File: src/rtl/ram_wport_arbiter_2w.sv
// ram_wport_arbiter_2w
// Write-side front end for a 16-entry register RAM. Two producers push
// {addr, data} writes into private 2-entry FIFOs; a round-robin arbiter
// drains them onto the RAM's single registered write port. After reset an
// init sequencer optionally clears every entry to INIT_VALUE first.
//
// Ports:
//   clk, rst_n                  clock, async active-low reset
//   req0_valid/addr/data/ready  producer 0 valid/ready channel
//   req1_valid/addr/data/ready  producer 1 valid/ready channel
//   addrw, din, wea             registered RAM write port
//   init_done                   high once RUN is entered
//   idle                        RUN, both FIFOs empty, no write in flight
//
// state | meaning
// ------+---------------------------------------------------
// INIT  | clearing entries 0..15 with INIT_VALUE, no accepts
// RUN   | accepting producer writes, arbitrating FIFO heads
module ram_wport_arbiter_2w #(
  parameter int               WIDTH      = 32,
  parameter bit               INIT_EN    = 1'b1,
  parameter logic [WIDTH-1:0] INIT_VALUE = '0
) (
  input  logic             clk,
  input  logic             rst_n,
  input  logic             req0_valid,
  input  logic [3:0]       req0_addr,
  input  logic [WIDTH-1:0] req0_data,
  output logic             req0_ready,
  input  logic             req1_valid,
  input  logic [3:0]       req1_addr,
  input  logic [WIDTH-1:0] req1_data,
  output logic             req1_ready,
  output logic [3:0]       addrw,
  output logic [WIDTH-1:0] din,
  output logic             wea,
  output logic             init_done,
  output logic             idle
);

  typedef enum logic {S_INIT, S_RUN} state_t;

  state_t           state;
  logic [3:0]       init_cnt;
  logic             last_grant;   // 1 = port 1 granted last

  // FIFO storage per port; slot 0 is always the head
  logic [3:0]       f_addr [2][2];
  logic [WIDTH-1:0] f_data [2][2];
  logic [1:0]       cnt    [2];

  logic [3:0]       in_addr [2];
  logic [WIDTH-1:0] in_data [2];
  logic [1:0]       push;
  logic [1:0]       pop;
  logic             ne0, ne1;
  logic             run;

  assign in_addr[0] = req0_addr;
  assign in_addr[1] = req1_addr;
  assign in_data[0] = req0_data;
  assign in_data[1] = req1_data;

  assign run        = (state == S_RUN);
  assign req0_ready = run && (cnt[0] < 2'd2);
  assign req1_ready = run && (cnt[1] < 2'd2);
  assign push[0]    = req0_valid && req0_ready;
  assign push[1]    = req1_valid && req1_ready;

  assign ne0 = (cnt[0] != 2'd0);
  assign ne1 = (cnt[1] != 2'd0);

  // On a tie the port that did not win last time goes next
  assign pop[0] = run && ne0 && (!ne1 || last_grant);
  assign pop[1] = run && ne1 && (!ne0 || !last_grant);

  assign init_done = run;
  assign idle      = run && !ne0 && !ne1 && !wea;

  always_ff @(posedge clk or negedge rst_n) begin
    if (!rst_n) begin
      for (int p = 0; p < 2; p++) begin
        cnt[p]       <= 2'd0;
        f_addr[p][0] <= '0;
        f_addr[p][1] <= '0;
        f_data[p][0] <= '0;
        f_data[p][1] <= '0;
      end
    end else begin
      for (int p = 0; p < 2; p++) begin
        case ({push[p], pop[p]})
          2'b10: begin
            // count is 0 or 1 here, so its LSB is the free slot
            f_addr[p][cnt[p][0]] <= in_addr[p];
            f_data[p][cnt[p][0]] <= in_data[p];
            cnt[p]               <= cnt[p] + 2'd1;
          end
          2'b01: begin
            f_addr[p][0] <= f_addr[p][1];
            f_data[p][0] <= f_data[p][1];
            cnt[p]       <= cnt[p] - 2'd1;
          end
          2'b11: begin
            if (cnt[p] == 2'd1) begin
              f_addr[p][0] <= in_addr[p];
              f_data[p][0] <= in_data[p];
            end else begin
              f_addr[p][0] <= f_addr[p][1];
              f_data[p][0] <= f_data[p][1];
              f_addr[p][1] <= in_addr[p];
              f_data[p][1] <= in_data[p];
            end
          end
          default: ;
        endcase
      end
    end
  end

  always_ff @(posedge clk or negedge rst_n) begin
    if (!rst_n) begin
      state      <= INIT_EN ? S_INIT : S_RUN;
      init_cnt   <= 4'd0;
      last_grant <= 1'b1;
      wea        <= 1'b0;
      addrw      <= 4'd0;
      din        <= '0;
    end else begin
      case (state)
        S_INIT: begin
          // Leave only after the addrw=15 clear write has been presented
          if (wea && (addrw == 4'hF)) begin
            state <= S_RUN;
            wea   <= 1'b0;
          end else begin
            wea      <= 1'b1;
            addrw    <= init_cnt;
            din      <= INIT_VALUE;
            init_cnt <= init_cnt + 4'd1;
          end
        end
        S_RUN: begin
          if (pop[0]) begin
            wea        <= 1'b1;
            addrw      <= f_addr[0][0];
            din        <= f_data[0][0];
            last_grant <= 1'b0;
          end else if (pop[1]) begin
            wea        <= 1'b1;
            addrw      <= f_addr[1][0];
            din        <= f_data[1][0];
            last_grant <= 1'b1;
          end else begin
            wea <= 1'b0;
          end
        end
        default: state <= S_INIT;
      endcase
    end
  end

endmodule

File: config.mk
export PLATFORM = sky130hd
export DESIGN_NAME = ram_wport_arbiter_2w
export DESIGN_NICKNAME = d
export VERILOG_FILES = /design/src/rtl/ram_wport_arbiter_2w.sv
export SDC_FILE = /design/constraint.sdc
export NUM_CORES = 1
export LEC_CHECK = 0
export CAP_MARGIN = 30
export CORE_ASPECT_RATIO = 0.75
export CORE_UTILIZATION = 30
export CTS_CLUSTER_DIAMETER = 80
export DETAILED_ROUTE_END_ITERATION = 8
export SLEW_MARGIN = 20
export SYNTH_ARGS = -nofsm -noshare
export SYNTH_HDL_FRONTEND = slang
export SYNTH_SLANG_ARGS = --single-unit
File: constraint.sdc
create_clock -name clk -period 4.82 [get_ports clk]
set_input_delay 0.723 -clock clk [delete_from_list [all_inputs] [get_ports clk]]
set_output_delay 0.723 -clock clk [all_outputs]
set_load 0.05 [all_outputs]
==> results_dict.tcl <==
set metrics [dict create \
    clock-sinks 191 \
    cts_tree "built" \
    placementRows 54 \
    setup_ws_ns 1.396 \
    dieHeight_um 150.7 \
    swShare_pct 43.57 \
    power_mw 8.494 \
    crit_end "f_data[45]" \
    grt_pass1_wl_mm 38.27 \
    required_ns 5.16 \
    grt_overflow 0 \
    internal_power_mw 4.794 \
    num_io_pins 117 \
    finalCritPeriodShare_pct 71.03 \
    worst_pin_slew_ns 0.8484 \
    grt_max_degree 100 \
    syn_to_final_growth_pct 24.18 \
    ys_seq_area_share_pct 54.05 \
    worstRegToRegCells 12 \
    ir_drop_uv 369.1 \
    rsz0062_at_grt "no" \
    drt_first_pass_iters 5 \
    grt_pass1_vias 6825 \
    slew_viol_final 0 \
    crit_start "cnt[2]" \
    reg2reg_slack_ns 1.40 \
    clock_skew_ns 0.01369 \
    fin_nets 972 \
    ctsHoldBuffers 0 \
    avgRoutedWirePerCell_um 18.65 \
    power.density_mw_per_mm2 773.4 \
    drt_iter0_markers 478 \
    die_area_sq_mm 0.03018 \
    track_usage_pct 16.48 \
    path_class "register to register" \
    setup_violations 0 \
    fmax_ghz 0.2921 \
    fill_cells 2844 \
    cts_buffers 17 \
    h-tree-depth 4 \
    switchingPower_mw 3.700 \
    drt-total-wl_mm 23.98 \
    final_cell_mix "dfrtp_1 (190), o21ai_0 (117), clkdlybuf4s50_1 (115)" \
    placed_area_sq_mm 0.01035 \
    syn_avg_cell_area_sq_um 11.11 \
    cts_resized 0 \
    drc 0 \
    clk_pin_slew_ns 0.07 \
    multi_input_area_sq_mm 0.003696 \
    p_clk_share_pct 18.0 \
    hold_viol_final 0 \
    cts_buffer_depth 2 \
    r2r_end "f_data[45]" \
    status "complete, no violations" \
    holdWs_ns 0.3605 \
    pwr-share-comb_pct 48.7 \
    start_kind "register" \
    synth-seq-cells 191 \
    syn-cell-area_sq_mm 0.008845 \
    drive_gt1_share_pct 14.99 \
    place_ws_ns 1.465 \
    cts_setup_buffers 0 \
    max-slew-margin-rel_pct 43.32 \
    clk_latency_ns 0.44 \
    core_sq_mm 0.02905 \
    syn-num-nets 887 \
    seq_area_sq_mm 0.004781 \
    fin_crit_ns 3.424 \
    vias_per_cell 5.131 \
    gp_congestion 0.8455 \
    synth_cell_type_count 40 \
    final_common_cell "dfrtp_1" \
    arrival_ns 3.77 \
    dp_hpwl_mm 16.10 \
    r2r_start "cnt[2]" \
    fp.dieW_um 200.3 \
    power.leakage_nw 4.446 \
    diodes 0 \
    final_util_pct 37.80 \
    final_antenna_net_count 0 \
    seqPwrFrac_pct 33.3 \
    fin_setup_tns_ns 0 \
    cap_violations 0 \
    crit_path_end_kind "register" \
    port_buffers 116 \
    ys_warn_count 0 \
    initial_core_util_pct 30.44 \
    fin_cells 1286 \
    dp_cells 1254 \
    cts_root_buf "clkbuf_16" \
    finish.instance_area_sq_mm 0.01098 \
    synthCells 796 \
    antenna_found_initial 0 \
    path_max_fanout 39 \
    num_vias 6598 \
    worstHoldPathType "input port to asynchronous set/reset pin" \
]
==> cell type report <==
type | instances | share of cell area [%]
sequential | 191 | 43.53
timing repair buffer | 132 | 12.00
tap | 392 | 4.466
inverter | 17 | 0.5810
multi-input combinational | 522 | 33.65
clock inverter | 14 | 1.777
clock buffer | 18 | 3.999
==> cells by family after synthesis <==
family	count (synthesis)	share of synthesized area [%]
multiplexers	73	9.294
AO/OA/AOI/OAI	358	25.58
flip-flops	191	54.05
AND/OR/NAND/NOR	69	3.805
adder cells (fa/ha/maj)	15	2.122
XOR/XNOR	7	0.6932
buffers and inverters	83	4.456
==> power by group through the flow <==
stage	combinational (mW)	sequential, mW	clock [mW]
2_1_floorplan	2.71	3.07	0
3_3_place_gp	4.01	2.85	0
3_5_place_dp	4.13	2.86	0
4_1_cts	4.16	2.84	1.56
5_1_grt	4.55	2.91	1.63
6_report	4.14	2.83	1.53
==> layer usage <==
layer  wire (um)  global-route usage (%)
met5           0                       0
met4         381                   5.420
met3        1213                   3.398
met2       11130                   25.95
met1       11250                   22.68
==> flip-flops by register name, summed over array words and instances (netlist names) <==
signal,flops
addrw,4
f_addr,16
wea,1
din,32
init_done,1
f_data,128
cnt,4
init_cnt,4
last_grant,1
==> worst max-delay path, cell delays in order, from the launching register on <==
cell and delay (ns):
dfrtp_1 0.42, inv_1 0.10, ha_1 0.15, buf_4 0.35
nand2b_1 0.37, nand2_1 0.17, inv_1 0.14, ha_1 0.21
nand2b_1 0.17, a211oi_4 0.52, buf_4 0.40, a21oi_1 0.12
o31ai_1 0.20
==> worst min-delay path by stage <==
stage,start,end
3_3_place_gp,din[15],din[15]
5_1_grt,rst_n,f_data[83]
6_report,rst_n,f_data[108]
4_1_cts,rst_n,din[19]
2_1_floorplan,rst_n,addrw[0]
3_5_place_dp,init_cnt[3],init_cnt[3]
==> synthesized netlist by cell type <==
master / n / area (sq um)
nor2b_1: 3 / 18.77
buf_2: 18 / 90.09
buf_1: 1 / 3.750
a211oi_4: 2 / 40.04
o211ai_1: 32 / 240.2
a22oi_1: 46 / 345.3
o21ai_0: 117 / 585.6
inv_1: 17 / 63.81
and2b_2: 1 / 8.760
nand4_1: 1 / 6.260
nor2_2: 1 / 6.260
buf_4: 4 / 30.03
or2_1: 3 / 18.77
nand3_2: 1 / 10.01
a21oi_2: 3 / 26.28
mux2_2: 65 / 732.0
nor2_1: 4 / 15.01
o31ai_2: 5 / 62.56
xor2_1: 2 / 17.52
a21oi_1: 53 / 265.3
buf_6: 6 / 67.56
mux2_1: 8 / 90.09
a222oi_1: 4 / 40.04
and4b_1: 1 / 10.01
dfstp_2: 1 / 26.28
nand2_1: 43 / 161.4
a32o_1: 4 / 40.04
and2b_1: 1 / 7.510
a21boi_0: 32 / 240.2
o21ba_2: 2 / 20.02
ha_1: 15 / 187.7
dfrtp_1: 190 / 4755
nand2b_4: 2 / 27.53
clkbuf_1: 37 / 138.9
xnor2_1: 5 / 43.79
nand2b_1: 5 / 31.28
a21oi_4: 1 / 16.27
nand3_1: 3 / 15.01
o21ai_1: 35 / 175.2
o31ai_1: 22 / 165.2
Power figures use the tool's default switching activity.
